File: config.mk
export PLATFORM = sky130hd
export DESIGN_NAME = jtag_host
export DESIGN_NICKNAME = d
export VERILOG_FILES = /design/src/rtl/jtag_pkg.sv /design/src/rtl/jtag_host_tck_gen.sv /design/src/rtl/jtag_host.sv
export SDC_FILE = /design/constraint.sdc
export NUM_CORES = 1
export LEC_CHECK = 0
export CORE_MARGIN = 8
export CORE_UTILIZATION = 49
export DETAILED_ROUTE_END_ITERATION = 6
export GPL_TIMING_DRIVEN = 1
export PLACE_DENSITY = 0.8
export REMOVE_ABC_BUFFERS = 1
export SLEW_MARGIN = 20
export SYNTH_ARGS = -nofsm -noshare
export SYNTH_HDL_FRONTEND = slang
export SYNTH_HIERARCHICAL = 1
export SYNTH_SLANG_ARGS = --single-unit
File: constraint.sdc
create_clock -name clk -period 8.7 [get_ports clk]
set_clock_uncertainty 0.2 [all_clocks]
set_input_delay 0.87 -clock clk [delete_from_list [all_inputs] [get_ports clk]]
set_output_delay 0.87 -clock clk [all_outputs]
set_load 0.01 [all_outputs]
File: src/rtl/jtag_pkg.sv
// rtl/jtag_pkg.sv - shared command codes, target constants and host FSM state for the JTAG host
// Contents:
//   CMD_*        command type codes on cmd_type
//   BYPASS       all-ones IR value selecting the 1-bit BYPASS register
//   IR_LEN       target instruction register width
//   LEN_W        width of cmd_len and the scan bit counter
//   host_state_e host FSM states
//   tms_for()    TMS level to present for the next TCK rise of a given phase
package jtag_pkg;

  localparam logic [1:0] CMD_TAP_RESET = 2'd0;
  localparam logic [1:0] CMD_SHIFT_IR  = 2'd1;
  localparam logic [1:0] CMD_SHIFT_DR  = 2'd2;
  localparam logic [1:0] CMD_RUN_IDLE  = 2'd3;

  localparam logic [3:0] BYPASS = 4'hF;
  localparam int         IR_LEN = 4;
  localparam int         LEN_W  = 6;

  typedef enum logic [2:0] {
    HOST_IDLE,
    TLR_SEQ,
    SEL,
    CAP,
    SHIFT,
    EXIT_UPD,
    DONE
  } host_state_e;

  // step counts edges within TLR_SEQ (0..5) and EXIT_UPD (0..1).
  function automatic logic tms_for(host_state_e st, logic [2:0] step, logic last_bit,
                                   logic is_run);
    logic tms;
    tms = 1'b0;
    case (st)
      TLR_SEQ:  tms = (step != 3'd5);
      SEL:      tms = 1'b1;
      SHIFT:    tms = last_bit && !is_run;
      EXIT_UPD: tms = (step == 3'd0);
      default:  tms = 1'b0;
    endcase
    return tms;
  endfunction

endpackage

File: src/rtl/jtag_host_tck_gen.sv
// rtl/jtag_host_tck_gen.sv - TCK divider with rise/fall strobes and enable
// Ports:
//   clk, rst_n  system clock, asynchronous active-low reset
//   en_i        run TCK; when low TCK is forced low and strobes are suppressed
//   tck_o       divided clock, CLK_DIV clk cycles per half period, low after enable
//   rise_o      high in the clk cycle whose closing edge raises tck_o
//   fall_o      high in the clk cycle whose closing edge lowers tck_o
module jtag_tck_gen #(
  parameter int CLK_DIV = 2
) (
  input  logic clk,
  input  logic rst_n,
  input  logic en_i,
  output logic tck_o,
  output logic rise_o,
  output logic fall_o
);

  localparam int CNT_W = (CLK_DIV > 1) ? $clog2(CLK_DIV) : 1;

  logic [CNT_W-1:0] cnt_q, cnt_d;
  logic             tck_q, tck_d;
  logic             cnt_last;

  always_comb begin
    cnt_last = (cnt_q == CNT_W'(CLK_DIV - 1));
    rise_o   = en_i && !tck_q && cnt_last;
    fall_o   = en_i &&  tck_q && cnt_last;
    cnt_d    = '0;
    tck_d    = 1'b0;
    if (en_i) begin
      cnt_d = cnt_last ? '0 : cnt_q + CNT_W'(1);
      tck_d = cnt_last ? ~tck_q : tck_q;
    end
  end

  always_ff @(posedge clk or negedge rst_n) begin
    if (!rst_n) begin
      cnt_q <= '0;
      tck_q <= 1'b0;
    end else begin
      cnt_q <= cnt_d;
      tck_q <= tck_d;
    end
  end

  assign tck_o = tck_q;

endmodule

File: src/rtl/jtag_host.sv
// rtl/jtag_host.sv - host-side JTAG driver walking a target TAP through IR/DR scans
// Ports:
//   clk, rst_n           system clock, asynchronous active-low reset
//   cmd_valid/cmd_ready  command handshake; ready only while idle
//   cmd_type             0 TAP_RESET, 1 SHIFT_IR, 2 SHIFT_DR, 3 RUN_IDLE
//   cmd_len              scan bits or idle TCK cycles (clamped to MAX_LEN)
//   cmd_data             TDI bits, LSB shifted first
//   rsp_valid            one-cycle completion pulse
//   rsp_data             captured TDO bits, bit i = i-th shifted bit
//   tck_o/tms_o/tdi_o    JTAG drive to target
//   tdo_i                JTAG TDO from target (changes on TCK fall)
//   trst_o               active-high target TAP reset
module jtag_host
  import jtag_pkg::*;
#(
  parameter int CLK_DIV = 2,
  parameter int MAX_LEN = 32
) (
  input  logic               clk,
  input  logic               rst_n,
  input  logic               cmd_valid,
  output logic               cmd_ready,
  input  logic [1:0]         cmd_type,
  input  logic [LEN_W-1:0]   cmd_len,
  input  logic [MAX_LEN-1:0] cmd_data,
  output logic               rsp_valid,
  output logic [MAX_LEN-1:0] rsp_data,
  output logic               tck_o,
  output logic               tms_o,
  output logic               tdi_o,
  input  logic               tdo_i,
  output logic               trst_o
);

  host_state_e        state_q, state_d;
  logic [2:0]         step_q, step_d;
  logic [LEN_W-1:0]   bit_cnt_q, bit_cnt_d;
  logic [LEN_W-1:0]   len_q, len_d, len_clamped;
  logic [1:0]         type_q, type_d;
  logic [MAX_LEN-1:0] data_q, data_d;
  logic [MAX_LEN-1:0] cap_q, cap_d;
  logic [MAX_LEN-1:0] rsp_data_q, rsp_data_d;
  logic               tms_q, tms_d;
  logic               tdi_q, tdi_d;
  logic               trst_q, trst_d;
  logic               known_q, known_d;
  logic               rsp_valid_q, rsp_valid_d;
  logic               tck_en, tck_rise, tck_fall;
  logic               start_main, upd_pins;

  assign tck_en = (state_q != HOST_IDLE);

  jtag_tck_gen #(.CLK_DIV(CLK_DIV)) u_tck_gen (
    .clk    (clk),
    .rst_n  (rst_n),
    .en_i   (tck_en),
    .tck_o  (tck_o),
    .rise_o (tck_rise),
    .fall_o (tck_fall)
  );

  always_comb begin
    state_d     = state_q;
    step_d      = step_q;
    bit_cnt_d   = bit_cnt_q;
    len_d       = len_q;
    type_d      = type_q;
    data_d      = data_q;
    cap_d       = cap_q;
    tms_d       = tms_q;
    tdi_d       = tdi_q;
    trst_d      = trst_q;
    known_d     = known_q;
    rsp_valid_d = 1'b0;
    rsp_data_d  = rsp_data_q;
    start_main  = 1'b0;
    upd_pins    = 1'b0;
    len_clamped = (cmd_len > LEN_W'(MAX_LEN)) ? LEN_W'(MAX_LEN) : cmd_len;

    // Phase advances happen on TCK rise strobes; pin updates on fall strobes.
    case (state_q)
      HOST_IDLE: begin
        if (cmd_valid) begin
          type_d = cmd_type;
          len_d  = len_clamped;
          data_d = cmd_data;
          cap_d  = '0;
          if (cmd_type != CMD_TAP_RESET && len_clamped == '0) begin
            rsp_valid_d = 1'b1;
            rsp_data_d  = '0;
          end else if (cmd_type == CMD_TAP_RESET || !known_q) begin
            state_d  = TLR_SEQ;
            step_d   = 3'd0;
            trst_d   = (cmd_type == CMD_TAP_RESET);
            upd_pins = 1'b1;
          end else begin
            start_main = 1'b1;
            upd_pins   = 1'b1;
          end
        end
      end
      TLR_SEQ: begin
        if (tck_rise) begin
          if (step_q == 3'd5) begin
            known_d = 1'b1;
            if (type_q == CMD_TAP_RESET) state_d = DONE;
            else                         start_main = 1'b1;
          end else begin
            step_d = step_q + 3'd1;
          end
        end
      end
      SEL: begin
        // IR path needs Select-DR then Select-IR; DR path only Select-DR.
        if (tck_rise) begin
          if (type_q == CMD_SHIFT_IR && step_q == 3'd0) begin
            step_d = 3'd1;
          end else begin
            state_d = CAP;
            step_d  = 3'd0;
          end
        end
      end
      CAP: begin
        if (tck_rise) begin
          if (step_q == 3'd0) begin
            step_d = 3'd1;
          end else begin
            state_d   = SHIFT;
            bit_cnt_d = len_q - LEN_W'(1);
          end
        end
      end
      SHIFT: begin
        if (tck_rise) begin
          if (type_q != CMD_RUN_IDLE) begin
            cap_d  = cap_q | ({{(MAX_LEN-1){1'b0}}, tdo_i} << (len_q - LEN_W'(1) - bit_cnt_q));
            data_d = data_q >> 1;
          end
          if (bit_cnt_q == '0) begin
            state_d = (type_q == CMD_RUN_IDLE) ? DONE : EXIT_UPD;
            step_d  = 3'd0;
          end else begin
            bit_cnt_d = bit_cnt_q - LEN_W'(1);
          end
        end
      end
      EXIT_UPD: begin
        if (tck_rise) begin
          if (step_q == 3'd0) step_d = 3'd1;
          else                state_d = DONE;
        end
      end
      DONE: begin
        if (tck_fall) begin
          rsp_valid_d = 1'b1;
          rsp_data_d  = cap_q;
          state_d     = HOST_IDLE;
        end
      end
      default: state_d = HOST_IDLE;
    endcase

    if (start_main) begin
      if (type_d == CMD_RUN_IDLE) begin
        state_d   = SHIFT;
        bit_cnt_d = len_d - LEN_W'(1);
      end else begin
        state_d = SEL;
        step_d  = 3'd0;
      end
    end

    // TMS/TDI for the coming rise: set at accept (TCK still low) or on a fall.
    if (upd_pins || tck_fall) begin
      tms_d = tms_for(state_d, step_d, (bit_cnt_d == '0), (type_d == CMD_RUN_IDLE));
      tdi_d = (state_d == SHIFT && type_d != CMD_RUN_IDLE) ? data_d[0] : 1'b0;
    end

    // TRST spans exactly the first TCK period of a TAP_RESET.
    if (tck_fall) trst_d = 1'b0;
  end

  always_ff @(posedge clk or negedge rst_n) begin
    if (!rst_n) begin
      state_q     <= HOST_IDLE;
      step_q      <= 3'd0;
      bit_cnt_q   <= '0;
      len_q       <= '0;
      type_q      <= CMD_TAP_RESET;
      data_q      <= '0;
      cap_q       <= '0;
      tms_q       <= 1'b1;
      tdi_q       <= 1'b0;
      trst_q      <= 1'b0;
      known_q     <= 1'b0;
      rsp_valid_q <= 1'b0;
      rsp_data_q  <= '0;
    end else begin
      state_q     <= state_d;
      step_q      <= step_d;
      bit_cnt_q   <= bit_cnt_d;
      len_q       <= len_d;
      type_q      <= type_d;
      data_q      <= data_d;
      cap_q       <= cap_d;
      tms_q       <= tms_d;
      tdi_q       <= tdi_d;
      trst_q      <= trst_d;
      known_q     <= known_d;
      rsp_valid_q <= rsp_valid_d;
      rsp_data_q  <= rsp_data_d;
    end
  end

  assign cmd_ready = (state_q == HOST_IDLE);
  assign rsp_valid = rsp_valid_q;
  assign rsp_data  = rsp_data_q;
  assign tms_o     = tms_q;
  assign tdi_o     = tdi_q;
  assign trst_o    = trst_q;

endmodule

# [After elaboration in Yosys (flattened, before gate mapping)]
# Index checks and enable logic that the tools add are counted.
[word_totals] reg_bits=123 input_bits=44 word_cells=165
[classes] addsub=6 order_cmp=1 eq_ne=24 shifts=1 n_mux=82 bitwise_logic=2 reduce_logical=33
[ops] op="32-bit 2-to-1 mux" count=9
[ops] op="32-bit one-hot mux with 2 select lines" count=3
[ops] op="3-bit 2-to-1 mux" count=29
[ops] op="6-bit 2-to-1 mux" count=9
[ops] op="32-bit OR" count=1
[ops] op="1-bit by 6-bit left shift with 32-bit output" count=1
[ops] op="1-bit 2-to-1 mux" count=23
[ops] op="3-bit one-hot mux with 7 select lines" count=1
[ops] op="3-bit equality test (second input constant)" count=6
[ops] op="6-bit zero test" count=3
[ops] op="6-bit by 1-bit subtractor with 6-bit output (second input constant)" count=3
[ops] op="2-bit != test (second input constant)" count=8
[ops] op="3-bit one-hot mux with 5 select lines" count=1
[ops] op="6-bit one-hot mux with 2 select lines" count=1
[ops] op="4-bit AND reduction" count=3
[ops] op="2-bit nonzero test" count=6
[ops] op="3-bit by 2-bit equality test with 1-bit output (second input constant)" count=3
[ops] op="3-bit zero test" count=3
[ops] op="1-bit logical AND" count=8
[ops] op="3-bit by 1-bit equality test with 1-bit output (second input constant)" count=2
[ops] op="6-bit greater-than comparator (second input constant)" count=1
[ops] op="2-bit 2-to-1 mux" count=3
[ops] op="6-bit subtractor" count=1
[ops] op="2-bit equality test (second input constant)" count=2
[ops] op="14 further kinds" count=19

# [Logic depth before layout (Yosys ltp)]
[depth] ltp_word=11 ltp_mapped=14 mapped_depth_nobuf=12

# [Hierarchy]
# The synthesis kept the hierarchy.
[by_module_without_submodules] mod="jtag_host" instances=1 cells_per_inst=590 area_per_inst_um2=5859.4 seq_area_each_um2=3029.2
[by_module_without_submodules] mod="jtag_tck_gen" instances=1 cells_per_inst=8 area_per_inst_um2=88.8 seq_area_each_um2=50.0

# [Worst setup path before layout]
# Ideal clock, no wire load.
[synth_timing] kind="input port to flip-flop" from="input cmd_valid" to="register tms_q, in the netlist tms_o" setup_time_ps=90 arrival_time_ps=2941 t_required_ps=8410 slack_ps=5469 stages=12 n_path_buf=2 path_cell_list="or4b_4 -> buf_6 -> buf_1 -> nand2_1 -> and2_1 -> ha_1 -> or3b_1 -> xor2_1 -> o21ai_1 -> nor2_1 -> nand4b_1 -> o211ai_1"
[synth_via] elab_chain_len=8
[synth_lines] item="start, declared" line_no="jtag_host.sv:21" source="input logic cmd_valid,"
[synth_lines] item="6-bit 2-to-1 mux or 2-bit 2-to-1 mux (tied branches)" line_no="jtag_host.sv:83" source="if (cmd_valid) begin"
[synth_lines] item="6-bit 2-to-1 mux or 2-bit 2-to-1 mux (tied branches)" line_no="jtag_host.sv:81" source="case (state_q)"
[synth_lines] item="6-bit by 1-bit subtractor with 6-bit output or 2-bit equality test (tied branches)" line_no="jtag_host.sv:167, jtag_host.sv:165"
[synth_lines] item="6-bit 2-to-1 mux" line_no="jtag_host.sv:165" source="if (type_d == CMD_RUN_IDLE) begin"
[synth_lines] item="6-bit 2-to-1 mux (*)" line_no="jtag_host.sv:164" source="if (start_main) begin"
[synth_lines] item="via bit_cnt_d[4]" line_no="jtag_host.sv:37" source="logic [LEN_W-1:0] bit_cnt_q, bit_cnt_d;"
[synth_lines] item="6-bit zero test (*)" line_no="jtag_host.sv:176" source="tms_d = tms_for(state_d, step_d, (bit_cnt_d == '0), (type_d == CMD_RUN_IDLE));"
[synth_lines] item="1-bit logical AND (*)" line_no="jtag_pkg.sv:38" source="SHIFT: tms = last_bit && !is_run;"
[synth_lines] item="1-bit one-hot mux with 4 select lines (*)" line_no="jtag_pkg.sv:35" source="case (st)"
[synth_lines] item="end signal, assigned" line_no="jtag_host.sv:207" source="tms_q <= tms_d;"
[synth_lines] item="end, declared" line_no="jtag_host.sv:43" source="logic tms_q, tms_d;"
# The timed path passes the listed nets; every way through them passes the cells marked *.
# A chain may end at the register's enable or synchronous reset.

# [Worst setup path in the final report]
[layout_timing] from="register state_q[0]" to="register tms_q, in the netlist tms_o"
[layout_via] elab_chain_len=10
[layout_lines] item="start, declared" line_no="jtag_host.sv:35" source="host_state_e state_q, state_d;"
[layout_lines] item="start signal, assigned" line_no="jtag_host.sv:200" source="state_q <= state_d;"
[layout_lines] item="3-bit nonzero test (*)" line_no="jtag_host.sv:51" source="assign tck_en = (state_q != HOST_IDLE);"
[layout_lines] item="via tck_en" line_no="jtag_host.sv:48" source="logic tck_en, tck_rise, tck_fall;"
[layout_lines] item="1-bit logical AND (*) (2 in a row)" line_no="jtag_host_tck_gen.sv:27" source="rise_o = en_i && !tck_q && cnt_last;"
[layout_lines] item="via tck_rise" line_no="jtag_host.sv:48"
[layout_lines] item="6-bit 2-to-1 mux (on tied branches)" line_no="jtag_host.sv:135, jtag_host.sv:125"
[layout_lines] item="6-bit one-hot mux with 2 select lines" line_no="jtag_host.sv:81"
[layout_lines] item="6-bit 2-to-1 mux" line_no="jtag_host.sv:165"
[layout_lines] item="6-bit 2-to-1 mux" line_no="jtag_host.sv:164"
[layout_lines] item="6-bit zero test" line_no="jtag_host.sv:176"
[layout_lines] item="1-bit logical AND" line_no="jtag_pkg.sv:38"
[layout_lines] item="1-bit one-hot mux with 4 select lines (*)" line_no="jtag_pkg.sv:35"
# Marked as above.

==> results.py <==
metrics = {
    "timing": {
        "slew-limit-headroom_pct": 41.6,
        "hold_viol": 0,
        "fmax_mhz": 261,
        "slew_violations": 0,
        "report.final.setup_viol": 0,
        "period_needed_ns": 3.83,
        "worst_slew_pin_slew_ns": 0.876,
        "finalSetupTns_ns": 0,
        "rsz0062_at_grt": "no",
        "post-route-period-util_pct": 44.0,
    },
    "logic_synthesis": {
        "avgSynthCellArea_um2": 9.95,
        "netlist_area_um2": 5950,
        "synth_edf_count": 0,
        "synth_seq_area_share_pct": 51.8,
        "ys.flop_type": "dfrtp_1",
        "synth_seq_cells": 123,
        "synth.distinct_cells": 73,
        "async_flop_share_pct": 100,
        "yosys_warnings": 6,
        "synth_cells": 598,
    },
    "setup_path": {
        "cp_num_buf_inv": 1,
        "cp.required_ns": 8.83,
        "cp_slowest_cell": "dfrtp_1",
        "endpoint_kind": "flop",
        "arrival_ns": 3.96,
        "cp_cell_sequence": "nor3_1 -> inv_1 -> nand2_1 -> nor2_1 -> nand4_1 -> and3b_1 -> or3_1 -> nor4_1 -> nand4b_1 -> o211ai_1",
        "start_kind": "flop",
        "crit_fanout": 19,
        "critPathTopFamily": "simple AND/OR/NAND/NOR gates",
        "path_class": "reg -> reg",
        "worst_path_largest_cell_delay_ns": 0.68,
    },
    "power": {
        "clkPwrFrac_pct": 26.4,
        "p_per_area_nw_per_um2": 352,
        "p_sw_mw": 1.05,
        "combPwrFrac_pct": 41.1,
        "power.leakage_nw": 3.40,
        "peakVddDrop_uv": 266,
        "p_int_mw": 1.57,
        "seqPwrFrac_pct": 32.5,
        "swShare_pct": 40.2,
    },
    "die": {
        "fp.dieH_um": 126,
        "die_w_um": 126,
        "core.rowCount": 40,
        "initial_core_util_pct": 49.9,
        "dieArea_um2": 15900,
        "core_um2": 11900,
        "ios": 82,
    },
    "grt": {
        "grt_max_degree": 72,
        "grt_pass1_wl_mm": 23.5,
        "grt-ovfl-total": 0,
        "antenna_found_initial": 0,
        "grt_usage_pct": 18.2,
        "first_global_vias": 4828,
    },
    "cells_and_area": {
        "final_cells": 831,
        "design_area_um2": 7440,
        "diodes": 0,
        "final_cell_mix": "dfrtp_1 (122), nand2_1 (121), clkdlybuf4s50_1 (80)",
        "fin_nets": 728,
        "final_common_cell": "dfrtp_1",
        "area.growth.synth_to_final_pct": 25.1,
        "drive_gt1_share_pct": 9.36,
    },
    "drt": {
        "first_pass_iters": 5,
        "vias_per_cell": 5.82,
        "wl_met3_um": 834,
        "met1_length_mm": 6.18,
        "drt-total-wl_mm": 14.0,
        "dr_total_vias": 4839,
        "highest_layer": "met4",
        "antenna_left": 0,
        "drc": 0,
        "drt_iter0_drc": 664,
        "wl_per_cell_um": 16.8,
        "met2_length_mm": 6.75,
    },
    "worst_hold_path": {
        "hold_path_class": "in -> async",
    },
    "clock_tree": {
        "cts_setup_buffers": 0,
        "clk_latency_ns": 0.42,
        "tritoncts": "built",
        "clkSlewWorstSetupHoldPaths_ns": 0.05,
        "cts_buffer_depth": 2,
        "cts_max_level": 4,
        "cts-root-buf": "clkbuf_16",
        "postCtsHoldBufs": 0,
        "cts_made_buffers": 17,
        "cts_resized": 0,
        "clkSinkCount": 123,
    },
    "place": {
        "port_buffers": 81,
        "gp_congestion": 0.913,
        "place_area_um2": 6860,
        "hpwl_mm": 9.72,
        "placed_cells": 800,
    },
    "run": {
        "maxCapViolations": 0,
    },
    "status": {
        "status": "finished clean",
    },
}
[layout make-up]
cell class | count | area (um^2)
fillers | 926 | 4470
flip-flops and latches | 123 | 3080
multi-input cells | 420 | 2660
repair buffers | 86 | 846
clock buffers | 24 | 492
well taps | 147 | 184
inverters | 24 | 90.1
clock inverters | 7 | 88.8
[per-stage QoR]
stage                     hold slack [ns]  power [mW]  util (%)  worst slack, ns
after floorplan                     0.241        1.62         -             3.41
after global routing                0.294        2.80      62.5             4.58
final                               0.273        2.62      62.5             4.87
after detailed placement            0.263        1.92      57.6             4.81
after global placement              0.259        1.87      57.6             4.91
after CTS                           0.276        2.63      62.5             4.97
[sequential cells by signal, indices dropped and copies added (netlist names)]
register and cells:
rsp_data 32, rsp_valid 1, bit_cnt_q 6, trst_o 1, known_q 1, data_q 32, u_tck_gen/cnt_last 1, tdi_o 1
cap_q 32, u_tck_gen/tck_o 1, tms_o 1, state_q 3, type_q 2, step_q 3, len_q 6
[logic make-up after synthesis]
logic type	synth area share, %
and+or+nand+nor	19.3
buffers and inverters	3.79
adders and majority gates	2.65
DFF	51.8
xor gates and xnor gates	2.06
AOI/OAI and AO/OA	19.0
muxes	1.37
[synth_stat cells, drive strengths merged (2+ instances only)]
library cell / n / area share (%)
a21boi: 2 / 0.25
a21o: 3 / 0.38
a21oi: 12 / 1.0
a221oi: 2 / 0.29
a22o: 34 / 5.0
a22oi: 31 / 3.9
a311oi: 2 / 0.29
a31oi: 3 / 0.32
a41oi: 2 / 0.29
and2: 5 / 0.53
and3: 6 / 0.65
and4bb: 2 / 0.42
buf: 7 / 0.76
clkbuf: 24 / 1.5
dfrtp: 122 / 51
ha: 11 / 2.3
inv: 24 / 1.5
mux2i: 7 / 1.2
nand2: 122 / 7.7
nand2b: 3 / 0.32
nand3: 13 / 1.4
nand3b: 4 / 0.50
nand4: 6 / 1.1
nor2: 29 / 1.8
nor2b: 8 / 0.84
nor3: 9 / 0.93
nor3b: 3 / 0.46
nor4: 2 / 0.32
o211ai: 2 / 0.25
o21a: 2 / 0.25
o21ai: 45 / 3.8
o22ai: 2 / 0.21
o311a: 2 / 0.34
o311ai: 3 / 0.44
o31ai: 2 / 0.25
or2: 4 / 0.42
or3: 2 / 0.29
xnor2: 5 / 0.74
xor2: 9 / 1.3
[power groups by stage]
| stage | clock network [mW] | logic [mW] | registers, mW |
|---|---|---|---|
| after floorplan | 0 | 0.803 | 0.822 |
| after detailed placement | 0 | 1.06 | 0.855 |
| after global routing | 0.729 | 1.20 | 0.871 |
| after CTS | 0.701 | 1.08 | 0.849 |
| after global placement | 0 | 1.02 | 0.849 |
| final | 0.691 | 1.08 | 0.851 |
[path summary, 6_finish.rpt]
| path | from | endpoint | slack [ns] | depth (start not counted) |
|---|---|---|---|---|
| min reg2reg | data_q[11]$_DFFE_PN0P_ | data_q[11]$_DFFE_PN0P_ | 0.28 | 2 |
| max | state_q[0]$_DFF_PN0_ | tms_o$_DFFE_PN1P_ | 4.87 | 10 |
| min in group clk | data_q[11]$_DFFE_PN0P_ | data_q[11]$_DFFE_PN0P_ | 0.28 | 2 |
| max reg2reg | state_q[0]$_DFF_PN0_ | tms_o$_DFFE_PN1P_ | 4.87 | 10 |
| max in group asynchronous | rst_n | rsp_data[20]$_DFFE_PN0P_ | 6.69 | 2 |
| min | rst_n | rsp_data[21]$_DFFE_PN0P_ | 0.27 | 1 |
[layer usage]
| layer | vias up | global-route usage, % |
|---|---|---|
| met4 | 0 | 8.21 |
| met2 | 158 | 28.9 |
| met3 | 19 | 5.53 |
| li1 | 2286 | - |
| met1 | 2376 | 22.5 |
| met5 | - | 0 |
(Power assumes the default switching activity.)
